File: config.mk
export PLATFORM = sky130hd
export DESIGN_NAME = mult_sweep_scorer
export DESIGN_NICKNAME = d
export VERILOG_FILES = /design/src/rtl/mult_sweep_scorer.sv
export SDC_FILE = /design/constraint.sdc
export NUM_CORES = 1
export LEC_CHECK = 0
export ABC_AREA = 0
export BUFFER_PORTS_ARGS = -buffer_cell sky130_fd_sc_hd__buf_2
export CAP_MARGIN = 15
export CORE_MARGIN = 10
export CORE_UTILIZATION = 35
export CTS_CLUSTER_DIAMETER = 40
export DETAILED_ROUTE_END_ITERATION = 10
export GPL_TIMING_DRIVEN = 1
export SLEW_MARGIN = 40
export SYNTH_ARGS = -nofsm -noshare
export SYNTH_HDL_FRONTEND = slang
export SYNTH_SLANG_ARGS = --single-unit
File: constraint.sdc
create_clock -name clk -period 4.1 [get_ports clk]
set_input_delay 0.615 -clock clk [delete_from_list [all_inputs] [get_ports clk]]
set_output_delay 0.615 -clock clk [all_outputs]
set_load 0.05 [all_outputs]
File: src/rtl/mult_sweep_scorer.sv
// mult_sweep_scorer
//   Walks every operand pair of a combinational WIDTH x WIDTH multiplier,
//   compares the returned product with the exact product and scores the
//   result: mismatch count, first mismatching pair and largest absolute error.
//
// Ports
//   clk             in   clock, rising edge
//   rst_n           in   asynchronous active-low reset
//   start           in   request one exhaustive sweep (sampled in IDLE only)
//   busy            out  sweep running (DRIVE/SAMPLE)
//   done            out  one-cycle pulse in DONE
//   dut_a, dut_b    out  operands to the multiplier under test
//   dut_p           in   product returned by the multiplier under test
//   err_count       out  number of mismatching pairs (never saturates)
//   first_err_valid out  at least one mismatch recorded
//   first_err_a/b   out  operands of the lowest-index mismatching pair
//   max_abs_err     out  largest |dut_p - A*B|
//   sum_abs_err     out  sum of |dut_p - A*B| (only with ABS_ERR_SUM_EN)
//
// Build option
//   ABS_ERR_SUM_EN  when defined, adds the sum_abs_err port and accumulator.

module mult_sweep_scorer #(
  parameter int WIDTH = 2
) (
  input  logic                 clk,
  input  logic                 rst_n,
  input  logic                 start,
  output logic                 busy,
  output logic                 done,
  output logic [WIDTH-1:0]     dut_a,
  output logic [WIDTH-1:0]     dut_b,
  input  logic [2*WIDTH-1:0]   dut_p,
  output logic [2*WIDTH:0]     err_count,
  output logic                 first_err_valid,
  output logic [WIDTH-1:0]     first_err_a,
  output logic [WIDTH-1:0]     first_err_b,
  output logic [2*WIDTH-1:0]   max_abs_err
`ifdef ABS_ERR_SUM_EN
  ,
  output logic [4*WIDTH-1:0]   sum_abs_err
`endif
);

  localparam int PW = 2 * WIDTH;

  typedef enum logic [1:0] {
    IDLE   = 2'd0,
    DRIVE  = 2'd1,
    SAMPLE = 2'd2,
    DONE   = 2'd3
  } state_t;

  // Unsigned absolute difference; never overflows at PW bits.
  function automatic logic [PW-1:0] abs_diff(input logic [PW-1:0] x,
                                             input logic [PW-1:0] y);
    if (x >= y) begin
      abs_diff = x - y;
    end else begin
      abs_diff = y - x;
    end
  endfunction

  state_t             state_r, state_s;
  logic [PW-1:0]      idx_r, idx_s;
  logic               busy_r, busy_s;
  logic               done_r, done_s;
  logic [WIDTH-1:0]   dut_a_r, dut_a_s;
  logic [WIDTH-1:0]   dut_b_r, dut_b_s;
  logic [PW:0]        err_r, err_s;
  logic               fev_r, fev_s;
  logic [WIDTH-1:0]   fea_r, fea_s;
  logic [WIDTH-1:0]   feb_r, feb_s;
  logic [PW-1:0]      max_r, max_s;
  logic [PW-1:0]      prod_s;
  logic [PW-1:0]      diff_s;
`ifdef ABS_ERR_SUM_EN
  logic [4*WIDTH-1:0] sum_r, sum_s;
`endif

  // Exact product of the pair currently on the operand bus, zero-extended.
  always_comb begin
    prod_s = {{WIDTH{1'b0}}, idx_r[PW-1:WIDTH]} * {{WIDTH{1'b0}}, idx_r[WIDTH-1:0]};
    diff_s = abs_diff(dut_p, prod_s);
  end

  // Next-state, scoring and registered-output decode.
  always_comb begin
    state_s = state_r;
    idx_s   = idx_r;
    err_s   = err_r;
    fev_s   = fev_r;
    fea_s   = fea_r;
    feb_s   = feb_r;
    max_s   = max_r;
`ifdef ABS_ERR_SUM_EN
    sum_s   = sum_r;
`endif
    case (state_r)
      IDLE: begin
        if (start) begin
          state_s = DRIVE;
          idx_s   = '0;
          err_s   = '0;
          fev_s   = 1'b0;
          fea_s   = '0;
          feb_s   = '0;
          max_s   = '0;
`ifdef ABS_ERR_SUM_EN
          sum_s   = '0;
`endif
        end else begin
          state_s = IDLE;
        end
      end
      DRIVE: begin
        state_s = SAMPLE;
      end
      SAMPLE: begin
        if (diff_s != {PW{1'b0}}) begin
          err_s = err_r + {{PW{1'b0}}, 1'b1};
          if (!fev_r) begin
            fev_s = 1'b1;
            fea_s = idx_r[PW-1:WIDTH];
            feb_s = idx_r[WIDTH-1:0];
          end else begin
            fev_s = fev_r;
          end
          if (diff_s > max_r) begin
            max_s = diff_s;
          end else begin
            max_s = max_r;
          end
        end else begin
          err_s = err_r;
        end
`ifdef ABS_ERR_SUM_EN
        sum_s = sum_r + {{(4*WIDTH-PW){1'b0}}, diff_s};
`endif
        // Wraps to zero after the last pair; harmless since DONE/IDLE ignore idx.
        idx_s = idx_r + {{(PW-1){1'b0}}, 1'b1};
        if (idx_r == {PW{1'b1}}) begin
          state_s = DONE;
        end else begin
          state_s = DRIVE;
        end
      end
      DONE: begin
        state_s = IDLE;
      end
      default: begin
        state_s = IDLE;
      end
    endcase

    busy_s = (state_s == DRIVE) || (state_s == SAMPLE);
    done_s = (state_s == DONE);
    if (busy_s) begin
      dut_a_s = idx_s[PW-1:WIDTH];
      dut_b_s = idx_s[WIDTH-1:0];
    end else begin
      dut_a_s = '0;
      dut_b_s = '0;
    end
  end

  // State, index, scoring results and outputs; all cleared by reset.
  always_ff @(posedge clk or negedge rst_n) begin
    if (!rst_n) begin
      state_r <= IDLE;
      idx_r   <= '0;
      busy_r  <= 1'b0;
      done_r  <= 1'b0;
      dut_a_r <= '0;
      dut_b_r <= '0;
      err_r   <= '0;
      fev_r   <= 1'b0;
      fea_r   <= '0;
      feb_r   <= '0;
      max_r   <= '0;
`ifdef ABS_ERR_SUM_EN
      sum_r   <= '0;
`endif
    end else begin
      state_r <= state_s;
      idx_r   <= idx_s;
      busy_r  <= busy_s;
      done_r  <= done_s;
      dut_a_r <= dut_a_s;
      dut_b_r <= dut_b_s;
      err_r   <= err_s;
      fev_r   <= fev_s;
      fea_r   <= fea_s;
      feb_r   <= feb_s;
      max_r   <= max_s;
`ifdef ABS_ERR_SUM_EN
      sum_r   <= sum_s;
`endif
    end
  end

  assign busy            = busy_r;
  assign done            = done_r;
  assign dut_a           = dut_a_r;
  assign dut_b           = dut_b_r;
  assign err_count       = err_r;
  assign first_err_valid = fev_r;
  assign first_err_a     = fea_r;
  assign first_err_b     = feb_r;
  assign max_abs_err     = max_r;
`ifdef ABS_ERR_SUM_EN
  assign sum_abs_err     = sum_r;
`endif

endmodule
==> results of run 1 <==
-- worst min-delay path by stage --
stage / start / endpoint / cells after the start
floorplan: rst_n / busy / 0
global placement: first_err_a[0] / first_err_a[0] / 1
detailed placement: first_err_b[0] / first_err_b[0] / 1
CTS: rst_n / idx_r[1] / 1
global route: rst_n / first_err_a[1] / 1
finish: rst_n / first_err_a[1] / 1
-- timing repair --
| action | in CTS | in global routing |
|---|---|---|
| setup endpoints to repair | 0 | 4 |
| setup buffers | 0 | 0 |
| hold endpoints to repair | 0 | 0 |
| resized for setup | 0 | 1 |
-- area by class of cell --
class / instances / area share [%]
well taps: 52 / 3.464
repair buffers: 30 / 8.528
multi-input cells: 113 / 47.57
flip-flops and latches: 26 / 34.64
inverters: 18 / 3.598
clock buffers: 3 / 2.199
-- power by group through the flow --
stage	clock (mW)	combinational (mW)	sequential (mW)
2_1_floorplan	0	0.271	0.612
3_3_place_gp	0	0.645	0.408
3_5_place_dp	0	0.645	0.407
4_1_cts	0.147	0.647	0.403
5_1_grt	0.154	0.702	0.416
6_report	0.140	0.638	0.400
-- registers in the layout, indices dropped and copies added (netlist names) --
signal	count
busy	1
done	1
dut_a	2
dut_b	2
err_count	5
first_err_a	2
first_err_b	2
first_err_valid	1
idx_r	4
max_abs_err	4
state_r	2
-- routing by layer --
metal | vias to the layer above | GRT usage (%) | share of wire (%)
met5 | - | 0 | 0
met4 | 0 | 3.377 | 1.7
met3 | 9 | 3.033 | 5.0
met2 | 21 | 14.20 | 44
met1 | 602 | 12.87 | 49
li1 | 630 | - | -
-- cells by family (layout without fill, tap and decap cells) --
logic type / count (synthesis) / count (layout)
AOI/OAI and AO/OA: 38 / 38
and+or+nand+nor: 51 / 51
buffers and inverters: 23 / 51
adders and majority gates: 18 / 18
muxes: 6 / 6
DFF: 26 / 26
-- metrics by stage --
stage               util [%]  cells  hold slack (ps)  setup slack [ps]  cell area (um^2)
floorplan                  -    162            319.4             308.9              1634
global placement       41.19    239            490.2             345.3              1831
CTS                    42.12    242            356.0             219.8              1872
finish                 42.26    242            344.2             321.9              1878
global route           42.26    242            369.7             33.58              1878
detailed placement     41.19    239            484.1             259.1              1831
-- critical path: cells and delay by family (launching register included) --
kind	cells	cell delay, ps
adders and majority gates	4	1230
and+or+nand+nor	6	910
AOI/OAI and AO/OA	4	770
DFF	1	430
buffers and inverters	1	190
muxes	1	180
-- placed cells by master (no fill, tap or decap), types with 3 or more instances in the layout --
cell type / count
buf_2: 26
nand2_1: 16
o21ai_0: 8
nor2b_1: 3
ha_1: 16
or4_1: 3
nor2_1: 3
a21oi_1: 4
dfrtp_1: 26
inv_1: 18
o211ai_1: 4
clkbuf_8: 3
nand3_1: 6
buf_4: 4
mux2i_1: 4
a22o_1: 5
and2_1: 8
nor3_1: 4
==> results, run 1 <==
- The hold-fix buffer count after cts is 0.
- The timing-limited maximum frequency is 264.7 MHz.
- The clock share of power is 11.9%.
- The antenna cell count is 0.
- The worst register-to-register path ends at max_abs_err[1].
- Combinational logic burns between 50% and 60% of the power.
- Among all flip-flop cells after synthesis, the most frequent one is dfrtp_1.
- The critical path start-end classification is flip-flop to flip-flop.
- The net total in the final layout is 217.
- The main combinational cell family by area after synthesis is compound AO/OA/AOI/OAI gates.
- The total detailed-routing wirelength is 3488 um.
- The startpoint type of the worst setup path is a flip-flop.
- For this design the static power due to leakage is 0.9429 nW.
- The share of the Yosys chip area taken by registers is between 30% and 40%.
- Counting stages on the worst path, the most repeated cell is ha_1.
- The number of global-route vias before repair is 1293.
- Across every metal layer, demand over resource in global routing totals 9.611%.
- In the post-synthesis netlist, the biggest area contributors are dfrtp_1, ha_1, inv_1, nand2_1, and2_1.
- Of all flip-flops after synthesis, the portion carrying an async set or reset was 100.0%.
- Walking the worst path, the cells encountered are and2_1 > ha_1 > ha_1 > ha_1 > nand3b_1 > a221oi_2 > a2111oi_4 > or2_2 > ha_1 > nand4_1 > nand2_1 > nand2_1 > a31oi_1 > a211oi_2 > buf_4 > mux2i_1.
- Net switching is approximately half of the power.
- In this run the worst hold path is classified as input port to asynchronous set/reset pin.
- The worst register-to-register path has a depth of 16.
- The start point of the critical path is idx_r[1].
- Along the worst path, the maximum fanout reaches 9.
- Clock latency on the worst-skew pair, taken at its later pin, is 270 ps.
- The cell at the slowest stage of the critical path is ha_1.
- The starting density of the core is 36.77%.
- For the finished layout, the period the worst path requires is between 3000 and 4000 ps.
- In the final layout, flip-flops and latches occupy 650.6 um^2.
- In the synthesized netlist, mux cells make up 4.211% of the area.
- After layout, the worst path uses 92.15% of the clock period.
- The number of antenna violations at the first check in global routing is 0.
- The total count of hold-check failures in the final report came to 0.
- Dividing the synthesized area by the synthesized cell count gives between 10 and 15 um^2.
- At the end of routability-driven placement, the weighted congestion stood at roughly 0.8.
- Dividing the detail-routed wire length by the instance count gives about 14 um.
- The die area is 7802 um^2.
- The number of synthesized flops with an enable pin is 0.
- The multi-input combinational cells in the finished layout cover a total of 893.4 um^2.
- The worst register-to-register path begins at idx_r[1].
- The TritonCTS clock tree is built.
- Summing the areas of all compound-gate instances in the mapped netlist gives 17.92% of the synthesized area.
- The worst max-slew margin expressed relative to the limit is 60.24%.
- In this run, the number of DRC markers left after iteration 0 of detailed routing was 87.
- Across the VDD grid, the largest voltage drop is 0.3955 mV.
- After Yosys synthesis, full adders, half adders and majority gates account for roughly 15% of the synthesized area.
- Measured along the y axis, the die boundary spans 88.33 um.
- Synthesis inferred 26 register bits.
- Clock tree synthesis selected as its root buffer the cell clkbuf_8.
- The area growth from synthesis to layout is 14.93%.
- The distinct cell type count of the synthesized netlist is 43.
- The internal power component is approximately 0.60 mW.
- The global-route wire length before repair is 6058 um.
- In this run the cell area of the synthesized design comes to 1634 um^2.
- After floorplanning, the core was divided into 24 placement rows.
- The max-capacitance violation count is 0.
- The total number of vias is 1262.
- The area fraction of the dominant cell type after synthesis is 39.82%.
- The maximum count of clock buffers along a single path is 2.
- The sequential fraction of design power is 34.0%.
- After clock tree synthesis, the clock-pin slew on the worst setup and hold paths is roughly 80 ps.
- Summed over all layers, the global routing overflow is 0.
- On the worst path, the slowest cell contributes a delay of 440 ps.
- In the synthesized netlist, the cells that appear most often are dfrtp_1, inv_1, ha_1, nand2_1.
- The detail route stage leaves a number of antenna-violating nets equal to 0.
- The number of port buffers is 26.
- The most frequently used cell type in the post-synthesis netlist is dfrtp_1.
- The worst clock skew is 2.002 ps.
- The ratio of total power to cell area is 627.2 nW/um^2.
- The clock drives 26 sinks.
- The number of buffers added by the clock tree synthesis step is 3.
- The number of vias per cell is 5.215.
- The number of iterations in the first detailed-routing pass is 4.
- The worst setup path is captured at a flip-flop.
- The residual DRC count is 0.
- After technology mapping, the gate count stands at 162.
- The data arrival time at the worst-slack endpoint is 3970 ps.
- The core footprint is ~4400 um^2.
- In this run the count of I/O pins placed on the die edge is 27.
- The slew at the pin with the worst max-slew slack is 596.5 ps.
- The worst endpoint required time is 4290 ps.
- The layout has 454 filler cells.
- The internal reg-to-reg setup slack is 320 ps.
- The critical path endpoint is max_abs_err[1].
- During synthesis, Yosys emitted a total of 0 warnings.
- The H-tree depth is 1.
- Detailed placement finished with a half-perimeter wire length of 2802 um.
- The die width is 88.33 um.
- Setup repair after global routing left no endpoint under its margin.
- The number of slew-limit violations in the final report was 0.
- The layout cell share with drive strength beyond 1 is 22.63%.
- Setup violations remaining at the end of the flow were counted as 0.
- For this design the total switching power over the nets is slightly below 0.6 mW.
- After Yosys synthesis, and, or, nand and nor cells account for between 15 and 20% of the synthesized area.
- The flow ran to the end, and the final reports show no timing, DRC or antenna violations.
- The total nets after synthesis is 187.
- The summed negative setup slack over all endpoints is 0 ps.
- Of the total synthesized cell area, the portion taken by XOR and XNOR cells is 0%.
- The largest net degree at the start of global routing is 27.
- The power after layout is 1.178 mW.
- The dominant cell type by area after synthesis is dfrtp_1.
No activity file was read; power rests on OpenSTA's default activity.
==> inputs of run 2 (changes only) <==
--- a/config.mk
+++ b/config.mk
@@ -9,10 +9,11 @@
 export BUFFER_PORTS_ARGS = -buffer_cell sky130_fd_sc_hd__buf_2
 export CAP_MARGIN = 15
 export CORE_MARGIN = 10
-export CORE_UTILIZATION = 35
+export CORE_UTILIZATION = 50
 export CTS_CLUSTER_DIAMETER = 40
 export DETAILED_ROUTE_END_ITERATION = 10
 export GPL_TIMING_DRIVEN = 1
+export PLACE_DENSITY = 0.75
 export SLEW_MARGIN = 40
 export SYNTH_ARGS = -nofsm -noshare
 export SYNTH_HDL_FRONTEND = slang
==> run 2 against run 1 <==
  * Die area is 24% lower
  * Sequential share of layout area down 0.069 points
  * Register-to-register slack about the same
  * Critical path depth stayed put
  * Count of clock-buffer cells in the layout is the same
  * Fmax fell by 0.21%
  * Via count up 2.1%
  * First-iteration DRC count rose by 2.3%
  * Non-clock buffer count is the same
  * Final cell count fell by 2.9%
  * Largest power group unchanged
==> results, run 2 (synthesis gave the netlist of run 1 again) <==
- Run status: complete, no violations (unchanged).
- The die width is 77.17 um (was 88.33 um).
- The maximum fanout along the worst path is 9 (unchanged).
- The total detailed-routing wirelength is 3621 um (was 3488 um).
- The worst clock skew is 8.459 ps (was 2.002 ps).
- The internal reg-to-reg setup slack came to 310 ps (was 320 ps).
- The type of the worst min-delay path is input port to asynchronous set/reset pin (unchanged).
- The max-capacitance violation count is 0 (unchanged).
- The endpoint type of the worst setup path is a flip-flop (unchanged).
- The later-pin clock latency in the skew report is 320 ps (was 270 ps).
- The setup fix buffers added after clock tree synthesis was 0 (unchanged).
- The weighted congestion at the end of routability-driven global placement was 0.8665 (was 0.8021).
- The layout cell share with drive strength beyond 1 is 23.56% (was 22.63%).
- Setup repair after global routing missed its margin: false (unchanged).
- Most frequent cells in the layout: dfrtp_1, buf_2, inv_1, nand2_1, ha_1 (unchanged).
- The number of slew-limit violations in the final report is 0 (unchanged).
- The slew at the pin with the worst max-slew slack is 591.7 ps (was 596.5 ps).
- The cell at the slowest stage of the critical path is dfrtp_1 (was ha_1).
- The data arrival time at the worst-slack endpoint was 4040 ps (was 3970 ps).
- The global-route total usage across every layer was 12.50% (was 9.611%).
- The number of vias per cell came to 5.485 (was 5.215).
- The largest net degree at the start of global routing is 27 (unchanged).
- The top-level port count was 27 (unchanged).
- The net total in the final layout is 217 (unchanged).
- The top cell family by delay on the critical path is adder cells (unchanged).
- The startpoint type of the worst setup path is a flip-flop (unchanged).
- The final design utilization is 60.65% (was 42.26%).
- The antenna cell count came to 0 (unchanged).
- The clock period minus final worst setup slack is 3786 ps (was 3778 ps).
- The summed negative setup slack over all endpoints is 0 ps (unchanged).
- The share of the cycle needed by the critical path after routing is 92.35% (was 92.15%).
- The number of global-route vias before repair came to 1338 (was 1293).
- The TritonCTS clock tree is built (unchanged).
- The worst max-slew margin expressed relative to the limit was 60.26% (was 60.24%).
- The residual DRC count is 0 (unchanged).
- The vertical die dimension is 77.17 um (was 88.33 um).
- The number of antenna violations at the first check in global routing is 0 (unchanged).
- The clock sink count is 26 (unchanged).
- The peak supply drop is 0.3450 mV (was 0.3955 mV).
- The setup violation total in the final timing report is 0 (unchanged).
- The timing-limited maximum frequency came to 264.1 MHz (was 264.7 MHz).
- The total number of vias was 1289 (was 1262).
- The floorplan row count is 20 (was 24).
- The leakage power is 0.9471 nW (was 0.9429 nW).
- The number of buffers added by the clock tree synthesis step is 3 (unchanged).
- The total count of hold-check failures in the final report is 0 (unchanged).
- The number of iterations in the first detailed-routing pass was 4 (unchanged).
- The total grt overflow was 0 (unchanged).
- The flip-flop count of the largest register, all copies and words added is 5 (unchanged).
- The die area is 5954 um^2 (was 7802 um^2).
- The critical path start-end classification is flip-flop to flip-flop (unchanged).
- The relative area change from synthesis to final layout is 15.16% (was 14.93%).
- The number of buffer and inverter stages on the critical path came to 1 (unchanged).
- The clock slew seen by the registers of the worst setup and hold paths was 140 ps (was 80 ps).
- The H-tree depth came to 1 (unchanged).
- The root buffer cell is clkbuf_4 (was clkbuf_8).
- The placed wire-length estimate after detailed placement is 2930 um (was 2802 um).
- The ratio of total power to cell area came to 650.7 nW/um^2 (was 627.2 nW/um^2).
- The worst endpoint required time is 4350 ps (was 4290 ps).
- The global-route wire length before repair was 6341 um (was 6058 um).
- The number of filler cells placed in the layout is 287 (was 454).
- The number of nets with antenna violations after routing came to 0 (unchanged).
- The starting density of the core is 52.66% (was 36.77%).
- The number of port buffers is 26 (unchanged).
- The core footprint is 3103 um^2 (was 4444 um^2).
- The count of routing violations after the opening detailed-route iteration is 89 (was 87).
- CP Cell Sequence: and2_1 > ha_1 > ha_1 > ha_2 > nand3b_1 > a221oi_2 > a2111oi_4 > or2_2 > ha_1 > nand4_1 > nand2_1 > nand2_1 > a31oi_1 > a211oi_2 > buf_4 > mux2i_1 (was and2_1 > ha_1 > ha_1 > ha_1 > nand3b_1 > a221oi_2 > a2111oi_4 > or2_2 > ha_1 > nand4_1 > nand2_1 > nand2_1 > a31oi_1 > a211oi_2 > buf_4 > mux2i_1).
- The delay of the slowest critical-path stage is 450 ps (was 440 ps).
- The maximum count of clock buffers along a single path came to 2 (unchanged).
- The post-detailed-route wirelength per cell is 15.41 um (was 14.41 um).
- The library cell appearing most often on the critical path is ha_1 (unchanged).
[run 2: cell count changes in the layout (fill, tap and decap cells not counted)]
cell,before,now
clkbuf_8,3,0
bufinv_16,0,1
clkbuf_4,0,3
ha_1,16,15
ha_2,0,1
[run 2: final cells by class]
type	instances	area, um^2	area share (%)
Tap cell	44	55.05	2.926
Clock inverter	1	30.03	1.596
Clock buffer	3	22.52	1.197
Sequential cell	26	650.6	34.57
Inverter	18	67.56	3.590
Multi-Input combinational cell	113	895.9	47.61
Timing Repair Buffer	30	160.2	8.511
[run 2: timing repair]
action	4_1_cts	5_1_grt
gates resized for setup	0	2
setup endpoints to repair	0	4
endpoints found under the hold margin	0	0
hold buffers	0	0
[run 2: final timing paths]
kind | startpoint | depth (start not counted) | to
worst max-delay path | idx_r[1] | 16 | max_abs_err[2]
worst min-delay path | rst_n | 1 | dut_b[0]
worst max register to register | idx_r[1] | 16 | max_abs_err[2]
worst min register to register | first_err_a[0] | 1 | first_err_a[0]
max in group asynchronous | rst_n | 1 | state_r[0]
min in group clk | first_err_a[0] | 1 | first_err_a[0]
[run 2: per-layer routing]
| metal | wire (um) | global-route usage (%) | up-vias |
|---|---|---|---|
| met2 | 1793 | 21.24 | 26 |
| met4 | 25 | 2.737 | 0 |
| met3 | 149 | 2.914 | 4 |
| li1 | - | - | 633 |
| met1 | 1652 | 15.57 | 626 |
| met5 | 0 | 0 | - |
[run 2: power by group]
group          switching [mW]  internal [mW]
sequential             0.0673          0.337
combinational           0.445          0.200
clock                  0.0760         0.0989
total                   0.588          0.636
[run 2: per-stage QoR]
step                area, um^2  hold slack, ps  total power, mW  instances  setup slack [ps]
finish                    1882           263.0            1.224        235             313.7
global route              1882           283.0            1.315        235             36.05
CTS                       1873           273.5            1.232        235             161.8
detailed placement        1821           487.7            1.059        231             206.1
global placement          1821           479.2            1.044        231             367.1
floorplan                 1634           319.4           0.8829        162             308.9
==> inputs of run 3 (changes only) <==
--- a/config.mk
+++ b/config.mk
@@ -8,6 +8,7 @@
 export ABC_AREA = 0
 export BUFFER_PORTS_ARGS = -buffer_cell sky130_fd_sc_hd__buf_2
 export CAP_MARGIN = 15
+export CORE_ASPECT_RATIO = 2
 export CORE_MARGIN = 10
 export CORE_UTILIZATION = 50
 export CTS_CLUSTER_DIAMETER = 40
==> run 3 against run 2 <==
  * Count of clock-buffer cells in the layout unchanged
  * Fmax decreased by 1.3%
  * Combinational power is 2% lower
  * Clock power rose by 21%
  * Largest cell class unchanged
  * First-iteration DRC count fell by 57%
  * Clock skew decreased by 6.4 ps
  * Via count rose by 1.5%
  * Cell area down 0.80%
  * Die area rose by 2.3%
  * Sequential share of layout area is 0.28 points higher
  * Register-to-register slack got worse by 50 ps
==> results, run 3 (synthesis gave the netlist of run 1 again) <==
- The clock period minus final worst setup slack came to 3836 ps (was 3786 ps).
- The timing-limited maximum frequency came to 260.7 MHz (was 264.1 MHz).
- The cell at the slowest stage of the critical path is ha_1 (was dfrtp_1).
- The number of filler cells placed in the layout came to 264 (was 287).
- The post-detailed-route wirelength per cell was 16.68 um (was 15.41 um).
- The relative area change from synthesis to final layout was 14.24% (was 15.16%).
- The die width is 60.43 um (was 77.17 um).
- The total detailed-routing wirelength came to 3669 um (was 3621 um).
- The worst endpoint required time is 4290 ps (was 4350 ps).
- The number of iterations in the first detailed-routing pass is 5 (was 4).
- The top-level port count was 27 (unchanged).
- The instance area after placement is 1789 um^2 (was 1821 um^2).
- The number of global-route vias before repair is 1322 (was 1338).
- The number of vias per cell is 5.945 (was 5.485).
- The max-capacitance violation count is 0 (unchanged).
- The net switching power is 0.5951 mW (was 0.5883 mW).
- The TritonCTS clock tree is built (unchanged).
- The number of nets with antenna violations after routing is 0 (unchanged).
- The internal power component is 0.6609 mW (was 0.6361 mW).
- The setup violation total in the final timing report came to 0 (unchanged).
- The weighted congestion at the end of routability-driven global placement is 0.8315 (was 0.8665).
- The internal reg-to-reg setup slack was 260 ps (was 310 ps).
- The share of the cycle needed by the critical path after routing is 93.56% (was 92.35%).
- The die area is 6094 um^2 (was 5954 um^2).
- The library cell appearing most often on the critical path is ha_1 (unchanged).
- The reg-to-reg critical path startpoint is idx_r[1] (unchanged).
- The number of antenna violations at the first check in global routing is 0 (unchanged).
- CP Cell Sequence: and2_1 > ha_1 > ha_1 > ha_1 > nand3b_1 > a221oi_2 > a2111oi_4 > or2_2 > ha_1 > nand4_1 > nand2_1 > nand2_1 > a31oi_1 > a211oi_2 > buf_4 > mux2i_1 (was and2_1 > ha_1 > ha_1 > ha_2 > nand3b_1 > a221oi_2 > a2111oi_4 > or2_2 > ha_1 > nand4_1 > nand2_1 > nand2_1 > a31oi_1 > a211oi_2 > buf_4 > mux2i_1).
- The share of power burned in combinational logic is 50.5% (was 52.7%).
- The residual DRC count is 0 (unchanged).
- The peak supply drop was 0.4382 mV (was 0.3450 mV).
- The total grt overflow came to 0 (unchanged).
- The slew at the pin with the worst max-slew slack is 577.6 ps (was 591.7 ps).
- The largest net degree at the start of global routing came to 27 (unchanged).
- The flip-flop count of the largest register, all copies and words added is 5 (unchanged).
- The sequential fraction of design power came to 32.7% (was 33.0%).
- The global-route total usage across every layer is 12.33% (was 12.50%).
- The starting density of the core is 51.76% (was 52.66%).
- The type of the worst min-delay path is input port to asynchronous set/reset pin (unchanged).
- The clock slew seen by the registers of the worst setup and hold paths is 90 ps (was 140 ps).
- Most frequent cells in the layout: dfrtp_1, buf_2, inv_1, nand2_1, ha_1 (unchanged).
- The worst hold slack is 326.4 ps (was 263.0 ps).
- The worst max-slew margin expressed relative to the limit is 61.20% (was 60.26%).
- The worst-case setup margin in the final layout came to 264.0 ps (was 313.7 ps).
- The final design utilization is 59.14% (was 60.65%).
- The maximum count of clock buffers along a single path is 2 (unchanged).
- The setup slack at placement was 217.0 ps (was 206.1 ps).
- The count of cells along the worst register-to-register path came to 16 (unchanged).
- The leakage power is 0.9466 nW (was 0.9471 nW).
- The reg-to-reg endpoint is max_abs_err[2] (unchanged).
- The floorplan row count is 29 (was 20).
- The hold-fix buffer count after cts was 0 (unchanged).
- The root buffer cell is clkbuf_8 (was clkbuf_4).
- The maximum fanout along the worst path is 9 (unchanged).
- The global-route wire length before repair is 5975 um (was 6341 um).
- The net switching share of the total power is 47.38% (was 48.05%).
- The number of cells upsized or downsized after cts is 0 (unchanged).
- Run status: complete, no violations (unchanged).
- The H-tree depth is 1 (unchanged).
- The antenna cell count is 0 (unchanged).
- The total number of vias was 1308 (was 1289).
- The core footprint is 3157 um^2 (was 3103 um^2).
- The total count of hold-check failures in the final report is 0 (unchanged).
- The placed wire-length estimate after detailed placement is 2957 um (was 2930 um).
- The critical path start-end classification is flip-flop to flip-flop (unchanged).
- Setup repair after global routing missed its margin: false (unchanged).
- The clock sink count is 26 (unchanged).
- The clock share of power is 16.8% (was 14.3%).
- The layout cell share with drive strength beyond 1 is 22.22% (was 23.56%).
- The net total in the final layout was 215 (was 217).
- The post-layout instance area is 1867 um^2 (was 1882 um^2).
- The ratio of total power to cell area is 672.8 nW/um^2 (was 650.7 nW/um^2).
- The data arrival time at the worst-slack endpoint is 4020 ps (was 4040 ps).
- The summed negative setup slack over all endpoints came to 0 ps (unchanged).
- The number of slew-limit violations in the final report is 0 (unchanged).
- The vertical die dimension was 100.8 um (was 77.17 um).
- The setup fix buffers added after clock tree synthesis is 0 (unchanged).
- The number of buffers added by the clock tree synthesis step is 3 (unchanged).
- The delay of the slowest critical-path stage is 450 ps (about the same).
- The startpoint type of the worst setup path is a flip-flop (unchanged).
- The worst clock skew is 2.077 ps (was 8.459 ps).
- The number of port buffers was 26 (unchanged).
- The later-pin clock latency in the skew report was 270 ps (was 320 ps).
- The endpoint type of the worst setup path is a flip-flop (unchanged).
- The count of routing violations after the opening detailed-route iteration came to 38 (was 89).
==> run 3: changes by cell type in the layout (fill, tap and decap cells not counted), sizes merged <==
cell  before  now
buf       30   28
==> run 3: worst max-delay path by stage <==
stage                     startpoint              to  slack [ps]  cells after the start
final                       idx_r[1]  max_abs_err[2]         260                     16
after global routing        idx_r[1]  max_abs_err[2]          70                     16
after CTS                   idx_r[1]  max_abs_err[2]         190                     16
after detailed placement    idx_r[1]  max_abs_err[2]         220                     16
after global placement      idx_r[1]  max_abs_err[1]         370                     16
after floorplan             idx_r[1]  max_abs_err[0]         310                     16
==> run 3: layout make-up <==
cell class / instances / area (um^2) / share of cell area, %
inverters: 18 / 67.56 / 3.619
flip-flops and latches: 26 / 650.6 / 34.85
repair buffers: 28 / 145.1 / 7.775
clock buffers: 3 / 41.29 / 2.212
multi-input cells: 113 / 893.4 / 47.86
well taps: 31 / 38.79 / 2.078
clock inverters: 1 / 30.03 / 1.609
==> run 3: through the flow <==
step / std cells / total power, mW
2_1_floorplan: 162 / 0.8829
3_3_place_gp: 216 / 1.031
3_5_place_dp: 216 / 1.053
4_1_cts: 220 / 1.267
5_1_grt: 220 / 1.336
6_report: 220 / 1.256
==> run 3: per-layer routing <==
layer | global-route usage (%) | vias up | wire (um)
met2 | 23.33 | 42 | 2115
met3 | 2.778 | 4 | 188
met1 | 12.49 | 630 | 1328
met4 | 3.565 | 0 | 37
li1 | - | 632 | -
met5 | 0 | - | 0
==> run 3: worst max-delay path, delay by kind of cell, from the launching register on <==
kind,cells,cell delay (ps)
adders and majority gates,4,1240
and+or+nand+nor,6,930
AOI/OAI and AO/OA,4,750
DFF,1,440
muxes,1,210
buffers and inverters,1,180
==> run 3: power by group through the flow <==
stage	sequential, mW	combinational, mW	clock (mW)
floorplan	0.612	0.271	0
global placement	0.411	0.620	0
detailed placement	0.415	0.638	0
CTS	0.410	0.642	0.215
global route	0.424	0.685	0.227
finish	0.411	0.635	0.211
